--- config.mk ---
export PLATFORM = sky130hd
export DESIGN_NAME = cpstr_mgr_rx
export DESIGN_NICKNAME = d
export VERILOG_FILES = /design/src/rtl/cpstr_mgr_rx.sv
export SDC_FILE = /design/constraint.sdc
export NUM_CORES = 1
export LEC_CHECK = 0
export ABC_AREA = 1
export BUFFER_PORTS_ARGS = -buffer_cell sky130_fd_sc_hd__buf_2
export CORE_MARGIN = 2
export CORE_UTILIZATION = 34
export CTS_CLUSTER_SIZE = 24
export DETAILED_ROUTE_END_ITERATION = 8
export SYNTH_ARGS = -nofsm -noshare
export SYNTH_HDL_FRONTEND = slang
export SYNTH_SLANG_ARGS = --single-unit
--- constraint.sdc ---
create_clock -name i_clk -period 2.7 [get_ports i_clk]
set_input_delay 0.135 -clock i_clk [delete_from_list [all_inputs] [get_ports i_clk]]
set_output_delay 0.135 -clock i_clk [all_outputs]
set_load 0.1 [all_outputs]
--- src/rtl/cpstr_mgr_rx.sv ---
// Demultiplexes one escaped control-plane byte stream into NUM_STREAMS output streams.
// Latency: one cycle from input accept to output valid; ESC/index bytes bypass output backpressure.
module cpstr_mgr_rx #(
   parameter int          NUM_STREAMS = 2,
   parameter logic [7:0]  ESC_CHAR    = 8'hA5,
   localparam int         IDX_W       = (NUM_STREAMS > 1) ? $clog2(NUM_STREAMS) : 1
) (
   input  logic                     i_clk,
   input  logic                     i_rst_n,
   input  logic [7:0]               i_data,
   input  logic                     i_valid,
   output logic                     o_ready,
   output logic [8*NUM_STREAMS-1:0] o_data,
   output logic [NUM_STREAMS-1:0]   o_valid,
   input  logic [NUM_STREAMS-1:0]   i_ready,
   output logic [IDX_W-1:0]         o_sel_idx,
   output logic                     o_err
);

   typedef enum logic {ST_DATA, ST_ESC} state_t;

   state_t           state_q, state_d;
   logic [IDX_W-1:0] sel_q, sel_d;
   logic             discard_q, discard_d;
   logic             out_full_q, out_full_d;
   logic [7:0]       out_byte_q, out_byte_d;
   logic [IDX_W-1:0] out_dst_q, out_dst_d;
   logic             err_q, err_d;

   logic is_esc;
   logic idx_ok;
   logic is_data;
   logic drain;
   logic room;
   logic accept;

   assign is_esc  = (i_data == ESC_CHAR);
   assign idx_ok  = (32'(i_data) < 32'(NUM_STREAMS));
   assign is_data = (state_q == ST_DATA) ? !is_esc : is_esc;
   assign drain   = out_full_q && i_ready[out_dst_q];
   assign room    = !out_full_q || |(o_valid & i_ready);

   // Only bytes that would land in the output register can be stalled.
   assign o_ready = !is_data || discard_q || room;
   assign accept  = i_valid && o_ready;

   always_comb begin
      state_d    = state_q;
      sel_d      = sel_q;
      discard_d  = discard_q;
      out_full_d = out_full_q && !drain;
      out_byte_d = out_byte_q;
      out_dst_d  = out_dst_q;
      err_d      = 1'b0;
      if (accept) begin
         if (state_q == ST_DATA && is_esc) begin
            state_d = ST_ESC;
         end else begin
            state_d = ST_DATA;
            if (is_data) begin
               if (!discard_q) begin
                  out_full_d = 1'b1;
                  out_byte_d = i_data;
                  out_dst_d  = sel_q;
               end
            end else if (idx_ok) begin
               sel_d     = i_data[IDX_W-1:0];
               discard_d = 1'b0;
            end else begin
               discard_d = 1'b1;
               err_d     = 1'b1;
            end
         end
      end
   end

   always_ff @(posedge i_clk or negedge i_rst_n) begin
      if (!i_rst_n) begin
         state_q    <= ST_DATA;
         sel_q      <= '0;
         discard_q  <= 1'b1;
         out_full_q <= 1'b0;
         out_byte_q <= 8'h00;
         out_dst_q  <= '0;
         err_q      <= 1'b0;
      end else begin
         state_q    <= state_d;
         sel_q      <= sel_d;
         discard_q  <= discard_d;
         out_full_q <= out_full_d;
         out_byte_q <= out_byte_d;
         out_dst_q  <= out_dst_d;
         err_q      <= err_d;
      end
   end

   for (genvar k = 0; k < NUM_STREAMS; k++) begin : g_vld
      assign o_valid[k] = out_full_q && (out_dst_q == IDX_W'(k));
   end

   assign o_data    = {NUM_STREAMS{out_byte_q}};
   assign o_sel_idx = sel_q;
   assign o_err     = err_q;

endmodule

==> results of run 1 <==
==> through the flow <==
step	instance area, µm²	hold slack [ps]	utilization [%]	worst slack (ps)	instances
after detailed placement	921	50.2	41.6	1040	145
after CTS	967	106	43.7	868	150
after global routing	967	113	43.7	798	150
after floorplan	792	-161	-	291	93
after global placement	921	42.8	41.6	1070	145
final	967	112	43.7	883	150
==> critical path, delay by kind of cell, from the launching register on <==
family / cells / cell delay [ps]
buffers and inverters: 3 / 430
DFF: 1 / 370
and+or+nand+nor: 2 / 330
adders and majority gates: 1 / 270
==> registers in the layout (all words and copies together), names as in the netlist <==
register    count
state_q         1
o_sel_idx       1
out_dst_q       1
out_full_q      1
o_err           1
out_byte_q      8
discard_q       1
==> layer usage <==
metal	track usage (%)	share of wire [%]	vias to the layer above
met1	13.0	45	294
met4	3.85	1.2	0
met5	0	0	-
met3	4.57	5.7	2
li1	-	-	341
met2	17.9	48	14
==> how the worst max path moves through the flow <==
stage / slack (ps) / startpoint / endpoint
3_5_place_dp: 1040 / i_data[3] / out_dst_q
6_report: 880 / state_q / o_ready
5_1_grt: 800 / state_q / o_ready
3_3_place_gp: 1070 / i_data[3] / o_ready
4_1_cts: 870 / state_q / o_ready
2_1_floorplan: 290 / state_q / state_q
==> area by class of cell <==
cell class / instances / area (µm²) / share of cell area (%)
clock buffers: 4 / 36.3 / 3.75
well taps: 28 / 35.0 / 3.62
inverters: 18 / 67.6 / 6.99
multi-input cells: 52 / 302 / 31.2
repair buffers: 34 / 175 / 18.1
flip-flops and latches: 14 / 352 / 36.4
==> cells in the mapped netlist <==
cell type and number:
nand3_2 1, nand3_1 3, dfstp_2 1, nand2_1 20, dfrtp_1 13, o21ai_0 1
nand4_4 1, a21oi_2 1, o21ai_2 8, buf_4 8, buf_6 1, nor2_2 1
nand4_1 5, nor2_1 9, inv_1 18, ha_1 2
==> cells by family after synthesis <==
family,count (synthesis),synth area share [%]
compound gates,10,10.6
fa+ha+maj,2,3.16
buf+inv,27,17.5
flops,14,44.4
simple gates,40,24.3
==> what timing repair did <==
action,in CTS,in global routing
hold buffers,1,0
hold endpoints to repair,13,0
setup buffers,0,0
==> impl_metrics.csv, run 1 <==
group,metric,value,unit
global_routing,track_usage,11.0,%
placed_design,routabilityCongestion,0.893,
global_routing,grt_pass1_wl,2170,µm
clock_tree,cts_buffers,3,
floorplanning,ios,34,
drt,first_pass_iters,4,
setup_path,critPathRequiredTime,2570,ps
finish,syn_to_final_growth,22.1,%
sta,rsz0062_at_grt,"false",
drt,viasPerCell,4.34,
synthesis,yosysSeqAreaShare,44.4,%
drt,wirelength,1440,µm
drt,vias,651,
setup_path,r2r_end,"out_dst_q",
setup_path,crit_chain,"inv_1 -> ha_1 -> inv_1 -> nor2_2 -> nand4_1 -> buf_2",
floorplanning,coreArea,0.00221,mm²
setup_path,reg2reg_depth,7,
finish,layout_common_cells,"buf_2, nand2_1, inv_1",
drt,routedWlPerCell,9.63,µm
setup_path,crit_arrival,1680,ps
drt,ant_nets,0,
finish,layout-drive-gt1-share,41.0,%
flow_run,max_cap_violations,0,
floorplanning,dieArea,0.00273,mm²
setup_path,crit_path_max_incr_delay,370,ps
finish,final_common_cell,"buf_2",
floorplanning,start_util,35.8,%
clock_tree,cts.sinks,14,
sta,worstMarginPinSlew,488,ps
global_routing,grt_pass1_vias,533,
synthesis,netlist_instances,93,
synthesis,netlist-cell-type-count,16,
min_path,hp-class,"primary input to flop",
placed_design,place_hpwl,1190,µm
setup_path,cp_max_fo,3,
sta,setup-violations-final,0,
global_routing,grt_max_degree,20,
floorplanning,die_w,52.3,µm
setup_path,crit_path_end_kind,"output pin",
clock_tree,clockBufferDepth,2,
synthesis,synth_area_leader_cell,"dfrtp_1",
synthesis,ys_ff_latch,14,
sta,tns,0,ps
setup_path,worstSetupPathType,"flop to output pin",
min_path,min_from,"i_data[7]",
setup_path,rr_startpoint,"state_q",
outcome,status,"finished clean",
clock_tree,tritoncts,"built",
min_path,min_to,"out_byte_q[7]",
sta,min_period,1820,ps
synthesis,synth_area_leaders,"dfrtp_1, nand2_1, o21ai_2",
synthesis,syn-num-nets,108,
drt,drtIter0Drc,5,
placed_design,portBuffers,33,
clock_tree,htreeDepth,1,
sta,hold_viol,0,
sta,relSlewSlack,67.7,%
clock_tree,clock-root-buffer,"clkbuf_4",
min_path,holdPathStages,3,
sta,fin_skew,4.40,ps
floorplanning,row_count,17,
synthesis,syn_avg_cell_area,8.52,µm²
setup_path,start_kind,"flop",
clock_tree,ctsResizeCount,0,
sta,max_freq,0.550,GHz
setup_path,cp_slowest_cell,"dfrtp_1",
clock_tree,clk_pin_slew,80,ps
finish,finish.net_count,138,
floorplanning,fp.dieH,52.3,µm
sta,final.period_utilization,67.3,%
synthesis,synth_top_area_share,41.1,%
global_routing,grt_overflow_total,0,
drt,drc,0,
finish,fillers,240,
setup_path,crit_top_cell,"inv_1",
finish,n_antenna_cell,0,
clock_tree,clk_latency,280,ps
global_routing,antenna_found_initial,0,
synthesis,yosys_warnings,0,
setup_path,ff2ff_setup_slack,1110,ps
sta,drv_slew,0,
synthesis,netlist_area,792,µm²
Power of run 1 is not shown: default switching activity piles up to over one toggle a cycle in this logic, so the estimate is an artifact.
==> run 2: changes to the inputs <==
==> constraint.sdc (replaced) <==
create_clock -name i_clk -period 1.8 [get_ports i_clk]
set_input_delay 0.09 -clock i_clk [delete_from_list [all_inputs] [get_ports i_clk]]
set_output_delay 0.09 -clock i_clk [all_outputs]
set_load 0.1 [all_outputs]
==> run 2 against run 1 <==
Global-route usage grew 0.31 points. First-iteration DRC count rose to 3.8 times the previous value. Critical endpoint unchanged. Highest routed layer is now met3. Clock skew increased by 5.2 ps. Sequential share of layout area is 0.74 points lower.
==> impl_metrics.csv, run 2 (same netlist as run 1, synthesis figures left out) <==
group,metric,value,unit
setup_path,crit_arrival,1590,ps
setup_path,rr_startpoint,"state_q",
finish,finish.net_count,138,
drt,routedWlPerCell,9.83,µm
sta,relSlewSlack,67.5,%
finish,syn_to_final_growth,24.6,%
clock_tree,ctsResizeCount,0,
setup_path,ff2ff_setup_slack,250,ps
drt,ant_nets,0,
setup_path,worstSetupPathType,"flop to output pin",
clock_tree,clock-root-buffer,"clkbuf_4",
drt,viasPerCell,4.37,
flow_run,max_cap_violations,0,
drt,drtIter0Drc,19,
floorplanning,start_util,35.8,%
sta,drv_slew,0,
clock_tree,clockBufferDepth,2,
setup_path,reg2reg_depth,7,
clock_tree,tritoncts,"built",
finish,top_register,"out_byte_q",
min_path,hp-class,"primary input to flop",
placed_design,place_hpwl,1170,µm
global_routing,grt_pass1_wl,2330,µm
setup_path,r2r_end,"out_dst_q",
clock_tree,clk_latency,280,ps
drt,vias,655,
setup_path,start_kind,"flop",
clock_tree,htreeDepth,1,
finish,largest_register_ffs,8,
setup_path,worstSetupStartpoint,"state_q",
floorplanning,row_count,17,
global_routing,grt_max_degree,20,
outcome,status,"finished clean",
drt,first_pass_iters,4,
global_routing,grt_pass1_vias,556,
finish,layout_common_cells,"buf_2, nand2_1, inv_1",
min_path,min_from,"i_data[5]",
floorplanning,die_w,52.3,µm
floorplanning,fp.dieH,52.3,µm
finish,instances_no_fill,150,
setup_path,cp_max_fo,3,
setup_path,critPathRequiredTime,1710,ps
setup_path,endpoint,"o_ready",
global_routing,grt_overflow_total,0,
finish,n_antenna_cell,0,
sta,final.period_utilization,93.5,%
finish,layout-drive-gt1-share,41.8,%
sta,max_freq,0.594,GHz
sta,min_period,1680,ps
clock_tree,cts.sinks,14,
placed_design,dp_cells,145,
clock_tree,cts_buffers,3,
placed_design,routabilityCongestion,0.827,
finish,final_common_cell,"buf_2",
drt,wirelength,1470,µm
global_routing,antenna_found_initial,0,
global_routing,track_usage,11.3,%
sta,hold_viol,0,
floorplanning,dieArea,0.00273,mm²
sta,fin_skew,9.61,ps
drt,drc,0,
floorplanning,coreArea,0.00221,mm²
sta,worstMarginPinSlew,491,ps
floorplanning,ios,34,
placed_design,portBuffers,33,
sta,rsz0062_at_grt,"false",
clock_tree,clk_pin_slew,100,ps
setup_path,crit_path_end_kind,"output pin",
sta,setup-violations-final,0,
run 2: layout make-up:
cell class                 instances  area [µm²]
fill                             222        1220
inverter                          18        67.6
timing repair buffer              34         190
tap                               28        35.0
clock buffer                       4        36.3
multi-input combinational         52         307
sequential                        14         352
run 2: metal layers:
layer | vias up | wire (µm) | GRT usage (%) | part of all wire (%)
met4 | 0 | 0 | 2.56 | 0
met1 | 297 | 711 | 15.9 | 48
met2 | 17 | 695 | 17.7 | 47
met5 | - | 0 | 0 | 0
met3 | 0 | 66 | 2.57 | 4.5
li1 | 341 | - | - | -
run 2: repair_timing:
action / 4_1_cts / 5_1_grt
hold endpoints to repair: 14 / 0
buffers inserted: 0 / 0
setup endpoints to repair: 0 / 0
hold buffers: 1 / 0
run 2: worst min-delay path by stage:
stage / slack, ps / end / cells after the start
floorplan: -210 / o_err / 0
finish: 70 / out_byte_q[5] / 3
global placement: 5 / out_byte_q[7] / 1
global route: 80 / out_byte_q[5] / 3
detailed placement: 10 / out_byte_q[7] / 1
CTS: 70 / out_byte_q[5] / 3
run 2: worst max-delay path: stages, from the launching register on:
cell and delay, ps:
dfrtp_1 380, inv_1 50, ha_1 280, inv_2 50
nor2_4 110, nand4_1 200, buf_12 240
run 2: metrics by stage:
step	setup slack, ps	TNS, ps	area, µm²	util (%)	hold WS [ps]
after floorplan	-563	-1630	797	-	-206
after global placement	289	0	941	42.5	5.31
after detailed placement	251	0	941	42.5	11.3
after CTS	96.6	0	987	44.6	73.1
after global routing	8.68	0	987	44.6	75.3
final	116	0	987	44.6	74.7
Power of run 2 is left out for the same reason.
